[src/rtl/prog_encoder.sv]
// Instruction-word encoder: packs request fields into 32-bit words, buffers them
// in a 4-deep FIFO and writes them to consecutive instruction-memory addresses.
module prog_encoder (
  input  logic        clk,
  input  logic        reset,
  input  logic        start,
  input  logic [31:0] base_addr,
  input  logic        in_valid,
  output logic        in_ready,
  input  logic        in_last,
  input  logic [3:0]  in_cond,
  input  logic [1:0]  in_op,
  input  logic [5:0]  in_funct,
  input  logic [3:0]  in_rn,
  input  logic [3:0]  in_rd,
  input  logic [11:0] in_src2,
  input  logic [23:0] in_off24,
  output logic        wr_en,
  output logic [31:0] wr_addr,
  output logic [31:0] wr_data,
  input  logic        wr_ack,
  output logic        done,
  output logic        err
);

  localparam logic [1:0] S_IDLE  = 2'd0;
  localparam logic [1:0] S_RUN   = 2'd1;
  localparam logic [1:0] S_DRAIN = 2'd2;
  localparam logic [1:0] S_DONE  = 2'd3;

  logic [1:0]  state, state_next;
  logic [31:0] mem [4];
  logic [1:0]  wr_ptr, rd_ptr;
  logic [2:0]  count, count_next;
  logic [31:0] addr;
  logic        err_q;
  logic [31:0] enc_word;
  logic        hs, reserved, push, pop, start_ok;

  assign in_ready = (state == S_RUN) && (count < 3'd4);
  assign hs       = in_valid && in_ready;
  assign reserved = (in_op == 2'b11);
  assign push     = hs && !reserved;
  assign wr_en    = (count != 3'd0);
  assign pop      = wr_en && wr_ack;
  assign start_ok = start && ((state == S_IDLE) || (state == S_DONE));

  assign count_next = count + {2'b00, push} - {2'b00, pop};

  assign wr_addr = addr;
  assign wr_data = wr_en ? mem[rd_ptr] : 32'h0;
  assign done    = (state == S_DONE);
  assign err     = err_q;

  // Branches carry only funct[5:4]; the low 24 bits hold the word offset.
  always_comb begin
    if (in_op == 2'b10)
      enc_word = {in_cond, 2'b10, in_funct[5:4], in_off24};
    else
      enc_word = {in_cond, in_op, in_funct, in_rn, in_rd, in_src2};
  end

  // Enter DONE as soon as the final request has left nothing to write, so a
  // reserved last request on an empty FIFO finishes on the following cycle.
  always_comb begin
    // NOTE: default assignment first so every path assigns state_next and no latch is inferred.
    state_next = state;
    case (state)
      S_IDLE, S_DONE: if (start) state_next = S_RUN;
      S_RUN:          if (hs && in_last)
                        state_next = (count_next == 3'd0) ? S_DONE : S_DRAIN;
      S_DRAIN:        if (count_next == 3'd0) state_next = S_DONE;
      default:        state_next = S_IDLE;
    endcase
  end

  always_ff @(posedge clk or negedge reset) begin
    // NOTE: sequential state uses non-blocking assignments so all registers update from pre-edge values.
    if (!reset) begin
      state  <= S_IDLE;
      wr_ptr <= 2'd0;
      rd_ptr <= 2'd0;
      count  <= 3'd0;
      addr   <= 32'h0;
      err_q  <= 1'b0;
    end else begin
      state <= state_next;
      count <= count_next;
      if (push) wr_ptr <= wr_ptr + 2'd1;
      if (pop)  rd_ptr <= rd_ptr + 2'd1;
      if (start_ok)
        addr <= base_addr;
      else if (pop)
        addr <= addr + 32'd4;
      if (start_ok)
        err_q <= 1'b0;
      else if (hs && reserved)
        err_q <= 1'b1;
    end
  end

  // NOTE: storage is not reset; wr_data is gated by wr_en so stale entries are never visible.
  always_ff @(posedge clk) begin
    if (push) mem[wr_ptr] <= enc_word;
  end

endmodule

[config.mk]
export PLATFORM = sky130hd
export DESIGN_NAME = prog_encoder
export DESIGN_NICKNAME = d
export VERILOG_FILES = /design/src/rtl/prog_encoder.sv
export SDC_FILE = /design/constraint.sdc
export NUM_CORES = 1
export LEC_CHECK = 0
export CAP_MARGIN = 20
export CORE_UTILIZATION = 28
export DETAILED_ROUTE_END_ITERATION = 8
export MAX_ROUTING_LAYER = met4
export SYNTH_ARGS = -nofsm -noshare
export SYNTH_HDL_FRONTEND = slang
export SYNTH_SLANG_ARGS = --single-unit
[constraint.sdc]
create_clock -name clk -period 3.2 [get_ports clk]
set_input_delay 0.32 -clock clk [delete_from_list [all_inputs] [get_ports clk]]
set_output_delay 0.32 -clock clk [all_outputs]
set_load 0.02 [all_outputs]
==> impl_metrics.toml, run 1 <==
[place]
io_buffers = 161
post_dp_cell_area_um2 = 9620
place_hpwl_mm = 11.1
gp_congestion = 0.753

[cts]
cts_buffers = 17
clock_path_buffers = 2
cts_sinks = 170
clk_pin_slew_worst_paths_ps = 80
cts_tree = "done"
cts-root-buf = "clkbuf_16"
cts.htree.levels = 4
clock_latency_ps = 420

[sta]
fin_setup_tns_ps = 0
maxSlewHeadroom = 0.583
fin_crit_ps = 2880
setup_viol_count_final = 0
worst_pin_slew_ps = 619
hold_violations = 0
final_max_slew_viol_count = 0
finClkSkew_ps = 13.5
period_share = 0.899
fmax_mhz = 347
rsz0062_at_grt = "no"

[critical_path]
critPathMaxStageDelay_ps = 400
endpoint_kind = "flip-flop"
arrival_ps = 3180
cp_data_required_time_ps = 3500
cp_slowest_cell = "dfrtp_1"
crit_chain = "inv_1 > ha_1 > nand3b_1 > a21oi_1 > xnor2_1 > ha_1 > inv_1 > fa_1 > xor3_1 > or3_1 > a221oi_1 > o21ai_0"
crit_fanout = 6
crit_path_start_kind = "flip-flop"
cp_top_family = "adder cells"
cp.depth = 12
critPathBufInv = 2
r2r_cells = 12
worstSetupPathType = "reg -> reg"

[pwr]
powerDensity_nw_per_um2 = 866
ir_drop_mv = 0.440
p_leak_nw = 3.48
total_power_mw = 8.86

[floorplanning]
num_rows = 59
floorplan.initialDensity = 0.288
die_h_um = 166
fp.dieArea_um2 = 27700
ioPinCount = 162
core_um2 = 26300
die_x_um = 166

[yosys]
synth.top_cells.by_count = "edfxtp_1 (128), dfrtp_1 (42), nor2b_1 (34)"
ys_warn_count = 0
async_flop_share = 0.247
ys_ff_latch = 170
syn_area_um2 = 7570
synth_flop_cell = "edfxtp_1"
yosysSeqAreaShare = 0.647
syn_avg_cell_area_um2 = 15.0
synth.area.top_cells = "edfxtp_1 (51%), dfrtp_1 (14%), mux4_2 (9.5%), mux2_2 (3.6%), nor2b_1 (2.8%)"
synth_area_leader_cell = "edfxtp_1"
syn-num-nets = 610
synth_cell_type_count = 43
syn_inst = 506
synth_edf_count = 128
synth.most_common_cell = "edfxtp_1"
synth_top_area_frac = 0.508

[global_routing]
grt_first_pass_wirelength_mm = 27.6
antenna_found_initial = 1
grt_pass1_vias = 4883
grt-ovfl-total = 0
grt_use_total = 0.134
grt_start_max_net_pins = 48

[routing]
vias = 4784
drc_errors = 15
dr.pass1.iters = 6
postRouteAntennaNets = 0
wl_per_cell_um = 16.9
drt-total-wl_mm = 17.2
vias_per_cell = 4.69
drt_iter0_drc = 188

[finish]
final_cell_area_um2 = 10200
fin_nets = 776
area_delta_synth_final_pct = 35.3
drive_gt1_frac = 0.174
nFillCells = 2498
final_util = 0.389

[run_status]
violations = "DRC"
status = "complete, but fails checks"

[min_path]
hp-class = "in -> async"

[flow_run]
maxCapViolCount = 0
-- through the flow --
| stage | worst slack [ps] | hold slack (ps) | cells |
|---|---|---|---|
| global route | 87.3 | 226 | 1021 |
| CTS | 309 | 89.9 | 1018 |
| global placement | 273 | 467 | 986 |
| finish | 322 | 231 | 1021 |
| floorplan | 310 | 24.4 | 506 |
| detailed placement | 246 | 469 | 986 |
-- final timing paths --
path	start	end	slack, ps
max in group asynchronous	reset	rd_ptr[1]	2520
min in group clk	base_addr[1]	wr_addr[1]	420
worst min-delay path	reset	wr_addr[7]	230
worst max-delay path	state[1]	state[1]	320
worst min register to register	wr_addr[1]	wr_addr[1]	490
worst max register to register	state[1]	state[1]	320
-- cell type report --
| type | instances | area [um2] | share of cell area |
|---|---|---|---|
| antenna | 1 | 2.50 | 0.000244 |
| clock buffer | 17 | 425 | 0.0416 |
| clock inverter | 15 | 158 | 0.0154 |
| inverter | 15 | 56.3 | 0.00550 |
| multi-input combinational | 290 | 2500 | 0.244 |
| sequential | 170 | 4900 | 0.478 |
| tap | 335 | 419 | 0.0410 |
| timing repair buffer | 178 | 1770 | 0.173 |
-- worst reg2reg max path, cell delays in order, from the launching register on --
cell      delay [ps]
dfrtp_1          400
inv_1             70
ha_1             250
nand3b_1         140
a21oi_1          210
xnor2_1          140
ha_1             160
inv_1             50
fa_1             360
xor3_1           200
or3_1            370
a221oi_1         300
o21ai_0          110
-- state kept, by name, summed over array words and instances (netlist names) --
| signal | cells |
|---|---|
| wr_ptr | 2 |
| rd_ptr | 2 |
| mem | 128 |
| err | 1 |
| state | 2 |
| wr_addr | 32 |
| count | 3 |
-- kinds of logic after synthesis --
| family | Yosys count | share of synthesized area |
|---|---|---|
| AO/OA/AOI/OAI | 63 | 0.0542 |
| multiplexers | 56 | 0.131 |
| XOR/XNOR | 13 | 0.0170 |
| flip-flops | 170 | 0.647 |
| buffers and inverters | 46 | 0.0246 |
| AND/OR/NAND/NOR | 148 | 0.109 |
| adder cells (fa/ha/maj) | 10 | 0.0175 |
-- routing by layer --
layer	wire length, um	share of wire	up-vias	track usage
li1	-	-	2278	-
met1	7800	0.45	2340	0.171
met2	8070	0.47	160	0.207
met3	1290	0.075	6	0.0439
met4	76	0.0044	0	0.0294
met5	0	0	-	-
-- power by group --
| part | switching (mW) | internal [mW] | total [mW] |
|---|---|---|---|
| Combinational | 1.89 | 1.87 | 3.76 |
| Sequential | 0.400 | 2.72 | 3.12 |
| Clock | 0.943 | 1.04 | 1.98 |
| Total | 3.23 | 5.63 | 8.86 |
-- cell usage in the layout (no fill, tap or decap), types with 9 or more instances in the layout --
| master | instances |
|---|---|
| ha_1 | 9 |
| o31ai_1 | 16 |
| o21ai_0 | 15 |
| inv_1 | 15 |
| mux4_2 | 32 |
| nor2_1 | 26 |
| nand2_1 | 30 |
| or4_1 | 18 |
| edfxtp_1 | 128 |
| buf_4 | 13 |
| mux2_2 | 24 |
| xnor2_1 | 10 |
| clkdlybuf4s50_1 | 160 |
| nor2b_1 | 33 |
| a31oi_1 | 22 |
| clkbuf_16 | 17 |
| dfrtp_1 | 40 |
-- timing repair --
item                      4_1_cts  5_1_grt
buffers inserted                0        0
hold buffers                    0        1
hold endpoints to repair        0       42
gates resized for setup         0        0
(Power assumes the default switching activity.)
==> run 2, diff against run 1 <==
Settings changed: HOLD_SLACK_MARGIN set to 0.05.
==> results of run 2 <==
Final layout, timing and power as in run 1 (identical DEF).
==> run 3, diff against run 2 <==
Settings changed: CORE_ASPECT_RATIO set to 1.1.
==> run 3 against run 2 <==
Net effect: the run now ends clean; worst setup slack worse by 34 ps; sequential power is essentially flat; cell count up 1.7%.
==> impl_metrics.toml, run 3 (synthesis gave the netlist of run 1 again) <==
[sta]
period_share = 0.910
hold_violations = 0
fmax_mhz = 343
maxSlewHeadroom = 0.576
final_max_slew_viol_count = 0
rsz0062_at_grt = "no"
worst_pin_slew_ps = 636
finClkSkew_ps = 14.2
setup_viol_count_final = 0
fin_crit_ps = 2910
fin_setup_tns_ps = 0

[min_path]
hp-class = "in -> async"

[finish]
mostFrequentLayoutCells = "clkdlybuf4s50_1 (160), edfxtp_1 (128), dfrtp_1 (41), nor2b_1 (33), mux4_2 (32)"
n_antenna_cell = 0
final_util = 0.393
area_delta_synth_final_pct = 36.5
largest_reg_flops = 128
nFillCells = 2425
layout_commonest_cell = "clkdlybuf4s50_1"
final_cells = 1038
top_register = "mem"
fin_nets = 777
drive_gt1_frac = 0.171

[critical_path]
r2r_slack_ps = 290
critPathMaxStageDelay_ps = 400
crit_path_start_kind = "flip-flop"
crit_fanout = 6
cp_top_family = "adder cells"
r2r_end = "state[1]"
worstSetupPathType = "reg -> reg"
crit_chain = "inv_1 > ha_1 > nand3b_1 > a21oi_1 > xnor2_1 > ha_1 > inv_1 > fa_1 > xor3_1 > or3_1 > a221oi_1 > o21ai_0"
critPathBufInv = 2
r2r_start = "state[1]"
cp.depth = 12
endpoint_kind = "flip-flop"
arrival_ps = 3210
cp_data_required_time_ps = 3500
cp_slowest_cell = "dfrtp_1"
r2r_cells = 12

[routing]
route.met2.wl_mm = 7.95
vias_per_cell = 4.75
drt_iter0_drc = 316
route.met3.wl_mm = 1.40
dr.pass1.iters = 4
highest_layer = "met4"
drc_errors = 0
drt-total-wl_mm = 17.5
wl_per_cell_um = 16.8
postRouteAntennaNets = 0
met1_length_mm = 7.89
vias = 4931

[cts]
cts_buffers = 17
cts.htree.levels = 4
cts_sinks = 170
cts_tree = "done"
clk_pin_slew_worst_paths_ps = 70
postCtsSetupRepairBufs = 0
clock_latency_ps = 430
clock_path_buffers = 2
ctsResizeCount = 0
cts-root-buf = "clkbuf_16"

[global_routing]
grt_use_total = 0.135
grt_start_max_net_pins = 43
antenna_found_initial = 0
grt_first_pass_wirelength_mm = 27.8
grt_pass1_vias = 5036
grt-ovfl-total = 0

[pwr]
powerDensity_nw_per_um2 = 885
total_power_mw = 9.14
ir_drop_mv = 0.505
p_leak_nw = 3.51

[place]
io_buffers = 161
gp_congestion = 0.803
place_hpwl_mm = 11.4
dp.cells = 1004

[floorplanning]
die_x_um = 159
floorplan.initialDensity = 0.288
num_rows = 62
core_um2 = 26300
fp.dieArea_um2 = 27700
die_h_um = 174
ioPinCount = 162

[run_status]
status = "finished clean"

[flow_run]
maxCapViolCount = 0
run 3: cell type report:
cell class,count,area (um2),share of cell area
clock buffer,18,429,0.0416
clock inverter,14,211,0.0205
sequential,170,4900,0.474
timing repair buffer,179,1790,0.174
tap,352,440,0.0427
inverter,15,56.3,0.00545
multi-input combinational,290,2500,0.242
run 3: routing by layer:
metal	GRT usage	vias up
li1	-	2281
met1	0.173	2440
met2	0.201	191
met3	0.0432	19
met4	0.0433	0
met5	-	-
run 3: repair_timing:
item                                    4_1_cts  5_1_grt
endpoints found under the setup margin        0        0
hold buffers                                  0        1
hold endpoints to repair                      0       42
run 3: how the worst max path moves through the flow:
stage,from,to,slack [ps]
finish,state[1],state[1],290
CTS,rd_ptr[0],wr_data[0],250
floorplan,state[1],state[1],310
global placement,in_valid,state[1],270
global route,state[1],state[1],10
detailed placement,in_valid,state[1],220
run 3: worst register-to-register path: cells and delay by family (launching register included):
kind	cells	cell delay (ps)
AO/OA/AOI/OAI	3	630
XOR/XNOR	2	360
adder cells (fa/ha/maj)	3	770
buffers and inverters	2	120
flip-flops	1	400
AND/OR/NAND/NOR	2	520
run 3: per-stage QoR:
step | hold slack [ps] | worst slack [ps] | area (um2)
detailed placement | 472 | 222 | 9650
finish | 242 | 288 | 10300
global route | 236 | 11.5 | 10300
floorplan | 24.4 | 310 | 7570
CTS | 85.6 | 246 | 10300
global placement | 467 | 272 | 9650
run 3: power breakdown:
part	switching [mW]	internal [mW]	leakage, nW	total [mW]
Clock	0.905	1.33	0.302	2.23
Combinational	1.88	1.87	1.58	3.75
Sequential	0.431	2.72	1.63	3.15
